[config.mk]
export PLATFORM = sky130hd
export DESIGN_NAME = clk_div_detector
export DESIGN_NICKNAME = d
export VERILOG_FILES = /design/src/rtl/clk_div_detector.sv
export SDC_FILE = /design/constraint.sdc
export NUM_CORES = 1
export LEC_CHECK = 0
export ABC_AREA = 0
export CAP_MARGIN = 25
export CORE_MARGIN = 5
export CORE_UTILIZATION = 60
export CTS_CLUSTER_DIAMETER = 30
export DETAILED_ROUTE_END_ITERATION = 10
export PLACE_DENSITY = 0.89
export SKIP_CTS_REPAIR_TIMING = 1
export SYNTH_ARGS = -nofsm -noshare
export SYNTH_HDL_FRONTEND = slang
export SYNTH_SLANG_ARGS = --single-unit
[constraint.sdc]
create_clock -name clk -period 6 [get_ports clk]
set_clock_uncertainty 0.15 [all_clocks]
set_input_delay 1.2 -clock clk [delete_from_list [all_inputs] [get_ports clk]]
set_output_delay 1.2 -clock clk [all_outputs]
set_load 0.05 [all_outputs]
[src/rtl/clk_div_detector.sv]
// Recovers the divide select (/2../16) of a clk-synchronous divided clock by
// measuring its period and duty cycle, with lock tracking and violation pulses.
`timescale 1ns/1ps
module clk_div_detector #(
    parameter int LOCK_COUNT = 4
) (
    input  logic       clk,
    input  logic       rst,
    input  logic       clk_in,
    output logic [1:0] sel_det,
    output logic       locked,
    output logic       err,
    output logic [4:0] period,
    output logic [1:0] dbg_state
);

    typedef enum logic [1:0] {IDLE = 2'd0, ACQUIRE = 2'd1, LOCKED = 2'd2} state_t;

    localparam logic [3:0] LOCK_N = 4'(LOCK_COUNT);

    state_t     state, state_next;
    logic       clk_in_q;
    logic [4:0] cnt;
    logic [4:0] hi;
    logic [1:0] cand, cand_next;
    logic [3:0] match_cnt, match_next;
    logic [1:0] sel_next;
    logic       locked_next;
    logic       err_next;
    logic [4:0] period_next;

    logic       edge_det;
    logic [4:0] meas;
    logic       meas_pow2;
    logic [1:0] meas_sel;
    logic       meas_valid;
    logic       timeout;
    logic [3:0] match_inc;
    logic       lock_hit;
    logic       locked_ok;

    assign edge_det = clk_in & ~clk_in_q;
    assign meas     = (cnt == 5'd31) ? 5'd31 : cnt + 5'd1;

    always_comb begin
        meas_pow2 = 1'b1;
        meas_sel  = 2'd0;
        case (meas)
            5'd2:    meas_sel = 2'd0;
            5'd4:    meas_sel = 2'd1;
            5'd8:    meas_sel = 2'd2;
            5'd16:   meas_sel = 2'd3;
            default: meas_pow2 = 1'b0;
        endcase
    end

    // A period only counts when its high phase is exactly half of it.
    assign meas_valid = meas_pow2 && (hi == {1'b0, meas[4:1]});
    // An edge in the cycle cnt would saturate wins over the timeout.
    assign timeout    = !edge_det && (cnt == 5'd30) && (state != IDLE);
    assign match_inc  = (meas_sel == cand) ? match_cnt + 4'd1 : 4'd1;
    assign lock_hit   = meas_valid && (match_inc == LOCK_N);
    assign locked_ok  = meas_valid && (meas_sel == cand);
    assign dbg_state  = state;

    always_ff @(posedge clk or negedge rst) begin
        if (!rst) begin
            state <= IDLE;
        end else begin
            state <= state_next;
        end
    end

    always_comb begin
        state_next = state;
        case (state)
            IDLE:    if (edge_det) state_next = ACQUIRE;
            ACQUIRE: begin
                if (timeout)                  state_next = IDLE;
                else if (edge_det && lock_hit) state_next = LOCKED;
            end
            LOCKED: begin
                if (timeout)                    state_next = IDLE;
                else if (edge_det && !locked_ok) state_next = ACQUIRE;
            end
            default: state_next = IDLE;
        endcase
    end

    always_comb begin
        cand_next   = cand;
        match_next  = match_cnt;
        sel_next    = sel_det;
        locked_next = locked;
        err_next    = 1'b0;
        period_next = period;
        if (timeout) begin
            err_next    = 1'b1;
            locked_next = 1'b0;
            match_next  = 4'd0;
        end else if (edge_det && state != IDLE) begin
            period_next = meas;
            if (state == ACQUIRE) begin
                if (!meas_valid) begin
                    match_next = 4'd0;
                    err_next   = 1'b1;
                end else begin
                    cand_next  = meas_sel;
                    match_next = match_inc;
                    if (lock_hit) begin
                        sel_next    = meas_sel;
                        locked_next = 1'b1;
                    end
                end
            end else if (!locked_ok) begin
                err_next    = 1'b1;
                locked_next = 1'b0;
                cand_next   = meas_valid ? meas_sel : cand;
                match_next  = meas_valid ? 4'd1 : 4'd0;
            end
        end
    end

    always_ff @(posedge clk or negedge rst) begin
        if (!rst) begin
            clk_in_q  <= 1'b0;
            cnt       <= 5'd0;
            hi        <= 5'd0;
            cand      <= 2'd0;
            match_cnt <= 4'd0;
            sel_det   <= 2'd0;
            locked    <= 1'b0;
            err       <= 1'b0;
            period    <= 5'd0;
        end else begin
            clk_in_q  <= clk_in;
            if (edge_det)          cnt <= 5'd0;
            else if (cnt != 5'd31) cnt <= cnt + 5'd1;
            if (edge_det)                   hi <= 5'd1;
            else if (clk_in && hi != 5'd31) hi <= hi + 5'd1;
            cand      <= cand_next;
            match_cnt <= match_next;
            sel_det   <= sel_next;
            locked    <= locked_next;
            err       <= err_next;
            period    <= period_next;
        end
    end

endmodule

==> impl_metrics.yaml <==
grt:
  grt_start_max_net_pins: 29
  gr-usage-all-layers_pct: 18.90
  antenna_found_initial: 0
  first_global_vias: 1406
  grt-ovfl-total: 0
  grt_pass1_wl_mm: 6.285
cells_and_area:
  antennaDiodeCount: 0
  final_cell_mix: "dfrtp_1, nand2_1, clkdlybuf4s50_1, o21ai_0, nor2b_1"
  final_common_cell: "dfrtp_1"
  fillers: 230
  fin_nets: 201
  syn_to_final_growth_pct: 9.019
  drive_above_1_share_pct: 8.466
cts:
  clk_transition_reported_paths_ps: 140
  clock-root-buffer: "clkbuf_4"
  clock-sinks: 28
  cts_buffers: 3
  cts_buffer_depth: 2
  clk_latency_ps: 330
  cts_tree: "yes"
  htree_levels: 1
setup_path:
  required_ps: 6080
  cp-end-kind: "flop"
  cp.arrival_ps: 3920
  worstSetupPathType: "reg -> reg"
  rr_startpoint: "cnt[0]$_DFFE_PN0P_"
  worst-r2r-cell-count: 11
  cp_max_fo: 12
  rrSetupSlack_ps: 2160
  worst_r2r_endpoint: "sel_det[0]$_DFFE_PN0P_"
  setup.worst_path.start_class: "flop"
timing:
  slew_violations: 0
  rsz0062_at_grt: "false"
  period_minus_slack_ps: 3840
  whs_ps: 345.2
  slew_headroom_pct: 45.51
  setup_viol: 0
  fmax_mhz: 260.4
  hold_violations: 0
  worst_pin_slew_ps: 815.7
  min_period_over_period_pct: 64.00
  setup_tns_ps: 0
logic_synthesis:
  async_reset_ff_share_pct: 100.0
  ys_seq_elements: 28
  ys_top_cells_by_area: "dfrtp_1, ha_1, nand2_1"
  synth_top_area_cell: "dfrtp_1"
  syn-num-nets: 187
  synth.yosys.seq_area_share_pct: 40.09
  synth_top_area_share_pct: 40.09
  synth_top_flop_cell: "dfrtp_1"
  synth_edf_count: 0
  synth_compound_gate_area_share_pct: 20.33
  avgSynthCellArea_um2: 9.875
  ys_types: 51
  synth_top_family_by_area: "simple AND/OR/NAND/NOR gates"
  synth-simple-area-share_pct: 21.83
  synthCells: 177
  synthXorXnorAreaFrac_pct: 5.011
  synth_mux_area_share_pct: 3.865
  synth_adder_area_share_pct: 5.011
  yosysWarningCount: 0
  syn_area_mm2: 0.001748
min_path:
  whs_path_depth: 2
  holdPathEnd: "period[2]$_DFFE_PN0P_"
  hp-start: "period[2]$_DFFE_PN0P_"
  hold_class: "reg -> reg"
route:
  via_per_inst: 6.177
  first_iter_violations: 97
  drc: 0
  ant_nets: 0
  drt-total-wl_mm: 3.621
  via_count: 1359
  first_pass_iters: 4
  avgRoutedWirePerCell_um: 16.46
floorplan:
  die_x_um: 63.98
  core_mm2: 0.002781
  rows: 19
  pin_count: 14
  die_h_um: 63.98
  start_util_pct: 62.84
  die-area_mm2: 0.004093
power:
  p_per_area_mw_per_mm2: 316.4
  ir_drop_mv: 0.2790
  leakage_nw: 0.8384
placed_design:
  hpwl_mm: 2.726
  numPortBuffers: 13
  gp_congestion: 0.8226
run:
  max_cap_violations: 0
run_status:
  status: "finished clean"
-- power breakdown --
group          internal [mW]  switching [mW]  leakage, nW
combinational          0.102           0.166        0.466
sequential             0.219          0.0379        0.359
clock                 0.0236          0.0544       0.0138
-- cells in the mapped netlist (2+ instances only) --
master and n:
and3_1 2, a21oi_1 7, nand2b_1 7, o21ai_0 12, nand4b_1 2, buf_4 2
a22o_1 2, buf_6 2, dfrtp_1 28, mux2_2 2, o31ai_1 2, mux2i_1 3
nor2b_1 11, nand4_1 3, nand2_1 22, nand3_1 2, a211o_1 2, ha_1 7
nor2_1 6, xor2_1 3, inv_1 7, o21a_1 4, xnor2_1 7, nor3_1 4
a211oi_1 2
-- worst max-delay path, stage by stage, from the launching register on --
cell	delay [ps]
dfrtp_1	490
ha_1	300
nand3_1	140
inv_1	60
ha_1	300
nand3b_1	210
o31ai_1	530
a21boi_1	330
o2111ai_4	220
a2111oi_4	460
nand3_2	180
mux2_4	360
-- routing by layer --
metal	up-vias	GRT usage [%]	routed length, um	share of wire (%)
met5	-	0	0	0
met4	0	7.273	48	1.3
met3	5	2.452	155	4.3
met2	39	33.79	1832	51
met1	651	22.83	1584	44
li1	664	-	-	-
-- cell families (layout without fill, tap and decap cells) --
| group | count (synthesis) | after routing |
|---|---|---|
| and+or+nand+nor | 69 | 69 |
| AOI/OAI and AO/OA | 45 | 45 |
| DFF | 28 | 28 |
| buffers and inverters | 12 | 24 |
| xor gates and xnor gates | 10 | 10 |
| adders and majority gates | 7 | 7 |
| muxes | 6 | 6 |
-- registers in the layout (all words and copies together) (netlist names) --
signal,cells
cnt,5
hi,5
period,5
match_cnt,4
cand,2
dbg_state,2
sel_det,2
clk_in_q,1
err,1
locked,1
-- worst max-delay path by stage --
stage,from,endpoint
after floorplan,cnt[0]$_DFFE_PN0P_,sel_det[0]$_DFFE_PN0P_
after global placement,clk_in,match_cnt[3]$_DFFE_PN0P_
after detailed placement,clk_in,match_cnt[3]$_DFFE_PN0P_
after CTS,cnt[0]$_DFFE_PN0P_,sel_det[0]$_DFFE_PN0P_
after global routing,cnt[0]$_DFFE_PN0P_,sel_det[0]$_DFFE_PN0P_
final,cnt[0]$_DFFE_PN0P_,sel_det[0]$_DFFE_PN0P_
-- cell type report --
class	count	area (um2)	area share [%]
multi-input cells	137	979.7	51.41
flip-flops and latches	28	700.7	36.77
repair buffers	14	137.6	7.223
well taps	31	38.79	2.035
inverters	7	26.28	1.379
clock buffers	3	22.52	1.182
-- per-stage QoR --
stage	power, mW	cells	worst slack [ps]	area [um2]	utilization, %
finish	0.6028	220	2160	1906	68.51
global route	0.6427	220	1883	1906	68.51
CTS	0.6034	220	2193	1906	68.51
detailed placement	0.5277	217	2105	1883	67.70
global placement	0.5109	217	2193	1883	67.70
floorplan	0.4672	177	2695	1748	-
(Power assumes the default switching activity.)
==> RTL edit 1, RTL diff (same flow settings) <==
Make the reset (`rst`) synchronous in 2 clocked blocks.
--- a/src/rtl/clk_div_detector.sv
+++ b/src/rtl/clk_div_detector.sv
@@ -63,7 +63,7 @@
     assign locked_ok  = meas_valid && (meas_sel == cand);
     assign dbg_state  = state;
 
-    always_ff @(posedge clk or negedge rst) begin
+    always_ff @(posedge clk) begin
         if (!rst) begin
             state <= IDLE;
         end else begin
@@ -121,7 +121,7 @@
         end
     end
 
-    always_ff @(posedge clk or negedge rst) begin
+    always_ff @(posedge clk) begin
         if (!rst) begin
             clk_in_q  <= 1'b0;
             cnt       <= 5'd0;
Formal check against the unedited RTL: differs if rst is asserted again (counterexample within 4 cycles, from zero or initial values and one cycle with rst low); with rst held inactive, the same outputs for 10 cycles.
==> RTL edit 1 against the original RTL <==
  * Non-clock buffer count fell by 1
  * Synthesized area fell by 6.4%
  * Design area down 5.6%
  * First-iteration DRC count grew 82%
  * Fmax rose by 5.4%
  * Setup slack better by 0.20 ns
  * Critical path depth stayed put
  * Sequential cell count stayed put
  * Count of clock-buffer cells in the layout is the same
  * Final cell count is 5.0% higher
  * Critical endpoint is now sel_det[0]$_SDFFE_PN0P_
  * Wire length shrank 1.5%
  * Worst hold slack worse by 0.0064 ns
Power is not compared: it rests on default switching activity, and its combinational part moved more than twofold at a synthesized area within 25%.
==> RTL edit 1: results (changes against the original RTL) <==
* **registers with the most flip-flops** cnt: 5 flops, hi: 5 flops, period: 5 flops, unchanged
* **mux cell area share after synthesis** 0.0428, was 0.0387
* **Worst Setup Start Kind** flip-flop, unchanged
* **met1 Usage GRT** 0.230, was 0.228
* **Clock Root Buffer** clkbuf_4, unchanged
* **part of the Yosys area used for sequential elements** 0.343, was 0.401
* **maximum number of pins on one net before global-route repair** 20, was 29
* **Syn Nets** 204, was 187
* **number of global-route vias before repair** 1407, was 1406
* **deepest clock path buffer count** 2, unchanged
* **most area-consuming cells after synthesis** dfxtp_1 (34%), ha_1 (5.4%), xnor2_1 (5.4%), was dfrtp_1 (40%), ha_1 (5.0%), nand2_1 (4.7%)
* **final cell count without fillers** 231, was 220
* **Total GRT Usage** 0.194, was 0.189
* **warnings from Yosys** 0, unchanged
* **Post-synth top cells** dfxtp_1 (28), nor2_1 (19), nand2_1 (17), was dfrtp_1 (28), nand2_1 (22), o21ai_0 (12)
* **H-Tree Level Count** 1, unchanged
* **initial drt markers** 177, was 97
* **RD Place Congestion** 0.859, was 0.823
* **Port Buffer Count** 13, unchanged
* **antenna violations before repair** 0, unchanged
* **worst-case setup slack after placement** 2.39 ns, was 2.10 ns
* **HPWL after DPL** 2680 um, was 2730 um
* **worst voltage drop across the vdd grid** 188 uV
* **critical path fanouts, max** 12, unchanged
* **worst hold start** sel_det[1]$_SDFFE_PN0P_, was period[2]$_DFFE_PN0P_
* **final net count** 211, was 201
* **Synth Area in Compound Gates** 0.179, was 0.203
* **Slew Limit Headroom** 0.488, was 0.455
* **met3 Usage GRT** 0.0396, was 0.0245
* **Crit path arrival time** 3.78 ns, was 3.92 ns
* **Post-Synth XOR/XNOR Area** 0.0856, was 0.0501
* **DR pass1 iterations** 4, unchanged
* **ratio of routed vias to standard cells** 6.32, was 6.18
* **clock latency at the later pin of the worst-skew pair** 0.34 ns
* **arithmetic-cell share of the synthesized area counting full adders, half adders and majority gates** 0.0535, was 0.0501
* **Residual DRC** 0, unchanged
* **startpoint of the worst-slack reg-to-reg timing path** cnt[1]$_SDFFE_PP0N_, was cnt[0]$_DFFE_PN0P_
* **Netlist cell types** 46, was 51
* **antenna cells** 0, unchanged
* **worst min-delay path class** flip-flop to flip-flop, unchanged
* **total length of routed wires** 3570 um, was 3620 um
* **run status** finished, final reports clean, unchanged
* **clock buffer count from CTS** 3, unchanged
* **final-layout fill cell count** 223, was 230
* **wire length of the first global-routing pass** 6340 um, was 6290 um
* **post-CTS clock slew at the launch and capture registers of the worst setup and hold paths** 0.15 ns
* **leakage power** 0.750 nW
* **gate count after technology mapping** 194, was 177
* **ratio of cells with drive above 1 in the final layout** 0.0500, was 0.0847
* **Global Route met2 Usage** 0.341, was 0.338
* **proportion of register bits with asynchronous set or reset after synthesis** 0, was 1.00
RTL edit 1: kinds of logic (layout without fill, tap and decap cells):
| logic type | count (synthesis) | after routing |
|---|---|---|
| xor+xnor | 16 | 16 |
| mux | 7 | 7 |
| buf+inv | 17 | 23 |
| flops | 28 | 28 |
| fa+ha+maj | 7 | 7 |
| simple gates | 78 | 78 |
| compound gates | 41 | 41 |
RTL edit 1: worst paths after layout:
path | slack [ns] | depth (start not counted) | to
setup / recovery | 2.36 | 11 | sel_det[0]$_SDFFE_PN0P_
hold / removal | 0.34 | 2 | sel_det[1]$_SDFFE_PN0P_
setup reg to reg | 2.36 | 11 | sel_det[0]$_SDFFE_PN0P_
hold reg to reg | 0.34 | 2 | sel_det[1]$_SDFFE_PN0P_
RTL edit 1: report_power, final:
| part | switching [mW] | internal, mW | total [mW] |
|---|---|---|---|
| sequential | 0.00555 | 0.191 | 0.197 |
| combinational | 0.0326 | 0.0197 | 0.0523 |
| clock | 0.0575 | 0.0677 | 0.125 |
| total | 0.0956 | 0.278 | 0.374 |
RTL edit 1: critical path, stage by stage (launching register included):
cell and delay (ns):
dfxtp_1 0.43, ha_1 0.26, nand3_1 0.12, inv_1 0.08
ha_1 0.38, inv_1 0.15, a311oi_1 0.23, a31oi_1 0.07
or4_4 0.51, a211oi_2 0.69, nand3_1 0.30, mux2i_1 0.22
RTL edit 1: per-layer routing:
metal  up-vias  share of wire
met4         0          0.015
met5         -              0
met2        51           0.51
met3         7          0.050
li1        708              -
met1       694           0.42
RTL edit 1: through the flow:
stage / hold slack, ns / total power, mW / utilization / area, um^2
after global routing: 0.366 / 0.390 / 0.669 / 1800
after detailed placement: 0.326 / 0.252 / 0.650 / 1750
after global placement: 0.299 / 0.250 / 0.650 / 1750
after CTS: 0.345 / 0.375 / 0.669 / 1800
final: 0.339 / 0.374 / 0.669 / 1800
after floorplan: 0.322 / 0.240 / - / 1640
RTL edit 1: layout make-up:
class / instances / share of cell area
clock buffer: 3 / 0.0125
clock inverter: 1 / 0.0167
inverter: 6 / 0.0125
multi-input combinational: 149 / 0.553
sequential: 28 / 0.312
tap: 31 / 0.0216
timing repair buffer: 13 / 0.0724
==> RTL edit 2, RTL diff (same flow settings) <==
Made on the original files. Put one more register stage on the output `err`, cleared by the reset. The value now appears one clock later. The other outputs are not delayed to match.
--- a/src/rtl/clk_div_detector.sv
+++ b/src/rtl/clk_div_detector.sv
@@ -17,6 +17,8 @@
     typedef enum logic [1:0] {IDLE = 2'd0, ACQUIRE = 2'd1, LOCKED = 2'd2} state_t;
 
     localparam logic [3:0] LOCK_N = 4'(LOCK_COUNT);
+
+    logic err_s0;
 
     state_t     state, state_next;
     logic       clk_in_q;
@@ -130,7 +132,7 @@
             match_cnt <= 4'd0;
             sel_det   <= 2'd0;
             locked    <= 1'b0;
-            err       <= 1'b0;
+            err_s0    <= 1'b0;
             period    <= 5'd0;
         end else begin
             clk_in_q  <= clk_in;
@@ -142,8 +144,16 @@
             match_cnt <= match_next;
             sel_det   <= sel_next;
             locked    <= locked_next;
-            err       <= err_next;
+            err_s0    <= err_next;
             period    <= period_next;
+        end
+    end
+
+    always_ff @(posedge clk or negedge rst) begin
+        if (!rst) begin
+            err <= '0;
+        end else begin
+            err <= err_s0;
         end
     end
 
Function: changed (Yosys sat finds a counterexample within 10 cycles, from zero or initial values and one cycle with rst low).
==> RTL edit 2 against the original RTL <==
  * Sequential cell count rose by 1
  * Setup slack improved by 0.11 ns
  * Power rose by 31%
  * First-iteration DRC count rose by 43%
  * Wire length rose by 3.5%
  * Synthesized area rose by 4.4%
  * Design area rose by 8.4%
  * Final cell count rose by 11%
  * Die area rose by 3.7%
  * Sequential share of layout area fell by 1.6 points
  * Utilization rose by 0.86 points
  * Largest power group unchanged
==> RTL edit 2: results (changes against the original RTL) <==
* **Total GRT Usage** 0.193, was 0.189
* **Clock Root Buffer** clkbuf_4, unchanged
* **Netlist cell types** 44, was 51
* **Detail Route met3 WL** 183 um, was 155 um
* **Clk pwr share** 0.254, was 0.129
* **highest cell delay on the worst timing path** 0.60 ns, was 0.53 ns
* **Synth Area in Compound Gates** 0.178, was 0.203
* **Largest delay share family, worst path** simple AND/OR/NAND/NOR gates, was compound AO/OA/AOI/OAI gates
* **highest metal layer with signal wires** met4, unchanged
* **leakage power** 0.937 nW, was 0.838 nW
* **transition time at the pin with the least slew margin** 0.781 ns, was 0.816 ns
* **ratio of cells with drive above 1 in the final layout** 0.0943, was 0.0847
* **worst voltage drop across the vdd grid** 214 uV, was 279 uV
* **Post-Synth XOR/XNOR Area** 0.0576, was 0.0501
* **ratio of routed vias to standard cells** 6.16, was 6.18
* **final net count** 222, was 201
* **number of global-route vias before repair** 1379, was 1406
* **combinational cell power** 319 uW, was 268 uW
* **run status** finished, final reports clean, unchanged
* **wire length of the first global-routing pass** 6330 um, was 6290 um
* **met3 Usage GRT** 0.0376, was 0.0245
* **Top Usage Layer GRT** met2, unchanged
* **standard cell with the maximum stage delay on the critical path** or4_1, was o31ai_1
* **Crit path arrival time** 3.81 ns, was 3.92 ns
* **H-Tree Level Count** 2, was 1
* **part of the Yosys area used for sequential elements** 0.398, was 0.401
* **sum of routed wire segments on met1** 1780 um, was 1580 um
* **clock buffer count from CTS** 5, was 3
* **antenna cells** 0, unchanged
* **maximum capacitance violations** 0, unchanged
* **met2 wire len** 1710 um, was 1830 um
* **Syn Nets** 208, was 187
* **Global Route met2 Usage** 0.292, was 0.338
* **critical path fanouts, max** 9, was 12
* **met1 Usage GRT** 0.257, was 0.228
* **most area-consuming cells after synthesis** dfrtp_1 (40%), ha_1 (5.5%), nand2_1 (5.3%), was dfrtp_1 (40%), ha_1 (5.0%), nand2_1 (4.7%)
* **Residual DRC** 0, unchanged
* **registers with the most flip-flops** cnt: 5 flops, hi: 5 flops, period: 5 flops, unchanged
* **Post-synth top cells** dfrtp_1 (29), nand2_1 (26), o21ai_0 (17), was dfrtp_1 (28), nand2_1 (22), o21ai_0 (12)
* **clock latency at the later pin of the worst-skew pair** 0.34 ns
* **gate count after technology mapping** 197, was 177
* **arithmetic-cell share of the synthesized area counting full adders, half adders and majority gates** 0.0549, was 0.0501
* **initial drt markers** 139, was 97
* **antenna violations before repair** 0, unchanged
* **worst min-delay path class** flip-flop to flip-flop, unchanged
* **deepest clock path buffer count** 2, unchanged
* **total length of routed wires** 3750 um, was 3620 um
* **Internal Pwr Total** 480 uW, was 345 uW
* **post-CTS clock slew at the launch and capture registers of the worst setup and hold paths** 0.10 ns, was 0.14 ns
* **HPWL after DPL** 2690 um, was 2730 um
* **mux cell area share after synthesis** 0.0460, was 0.0387
* **maximum number of pins on one net before global-route repair** 30, was 29
* **RD Place Congestion** 0.896, was 0.823
[RTL edit 2: cell count changes in the layout (fill, tap and decap cells not counted), sizes merged, moves of 3 or more]
cell | unedited run | this run
or3 | 1 | 4
nand2 | 22 | 26
nor2 | 6 | 12
a31o | 3 | 0
o21a | 4 | 1
nor2b | 11 | 8
nand4 | 3 | 0
nand3 | 3 | 8
nand2b | 7 | 3
o21ai | 12 | 17
[RTL edit 2: cell type report]
class / count / area, um^2
Sequential cell: 29 / 726
Multi-Input combinational cell: 152 / 1020
Timing Repair Buffer: 15 / 143
Tap cell: 33 / 41.3
Fill cell: 242 / 912
Clock buffer: 5 / 37.5
Inverter: 8 / 30.0
Clock inverter: 3 / 65.1
[RTL edit 2: stage by stage]
stage | cell area [um^2] | setup slack, ns | total power [mW] | cells
finish | 2070 | 2.27 | 0.788 | 245
global route | 2070 | 2.13 | 0.835 | 245
CTS | 2070 | 2.30 | 0.789 | 245
detailed placement | 1960 | 2.03 | 0.587 | 237
global placement | 1960 | 2.00 | 0.573 | 236
floorplan | 1820 | 2.63 | 0.516 | 197
[RTL edit 2: final timing paths]
kind                                          from  cells after the start                        to  slack (ns)
max in group asynchronous                      rst                      2        cnt[0]$_DFFE_PN0P_        4.34
min in group asynchronous                      rst                      2  match_cnt[2]$_DFFE_PN0P_        1.08
worst max-delay path            cnt[0]$_DFFE_PN0P_                     11    sel_det[1]$_DFFE_PN0P_        2.27
worst max register to register  cnt[0]$_DFFE_PN0P_                     11    sel_det[1]$_DFFE_PN0P_        2.27
worst min register to register    err_s0$_DFF_PN0_                      0             err$_DFF_PN0_        0.21
worst min-delay path              err_s0$_DFF_PN0_                      0             err$_DFF_PN0_        0.21
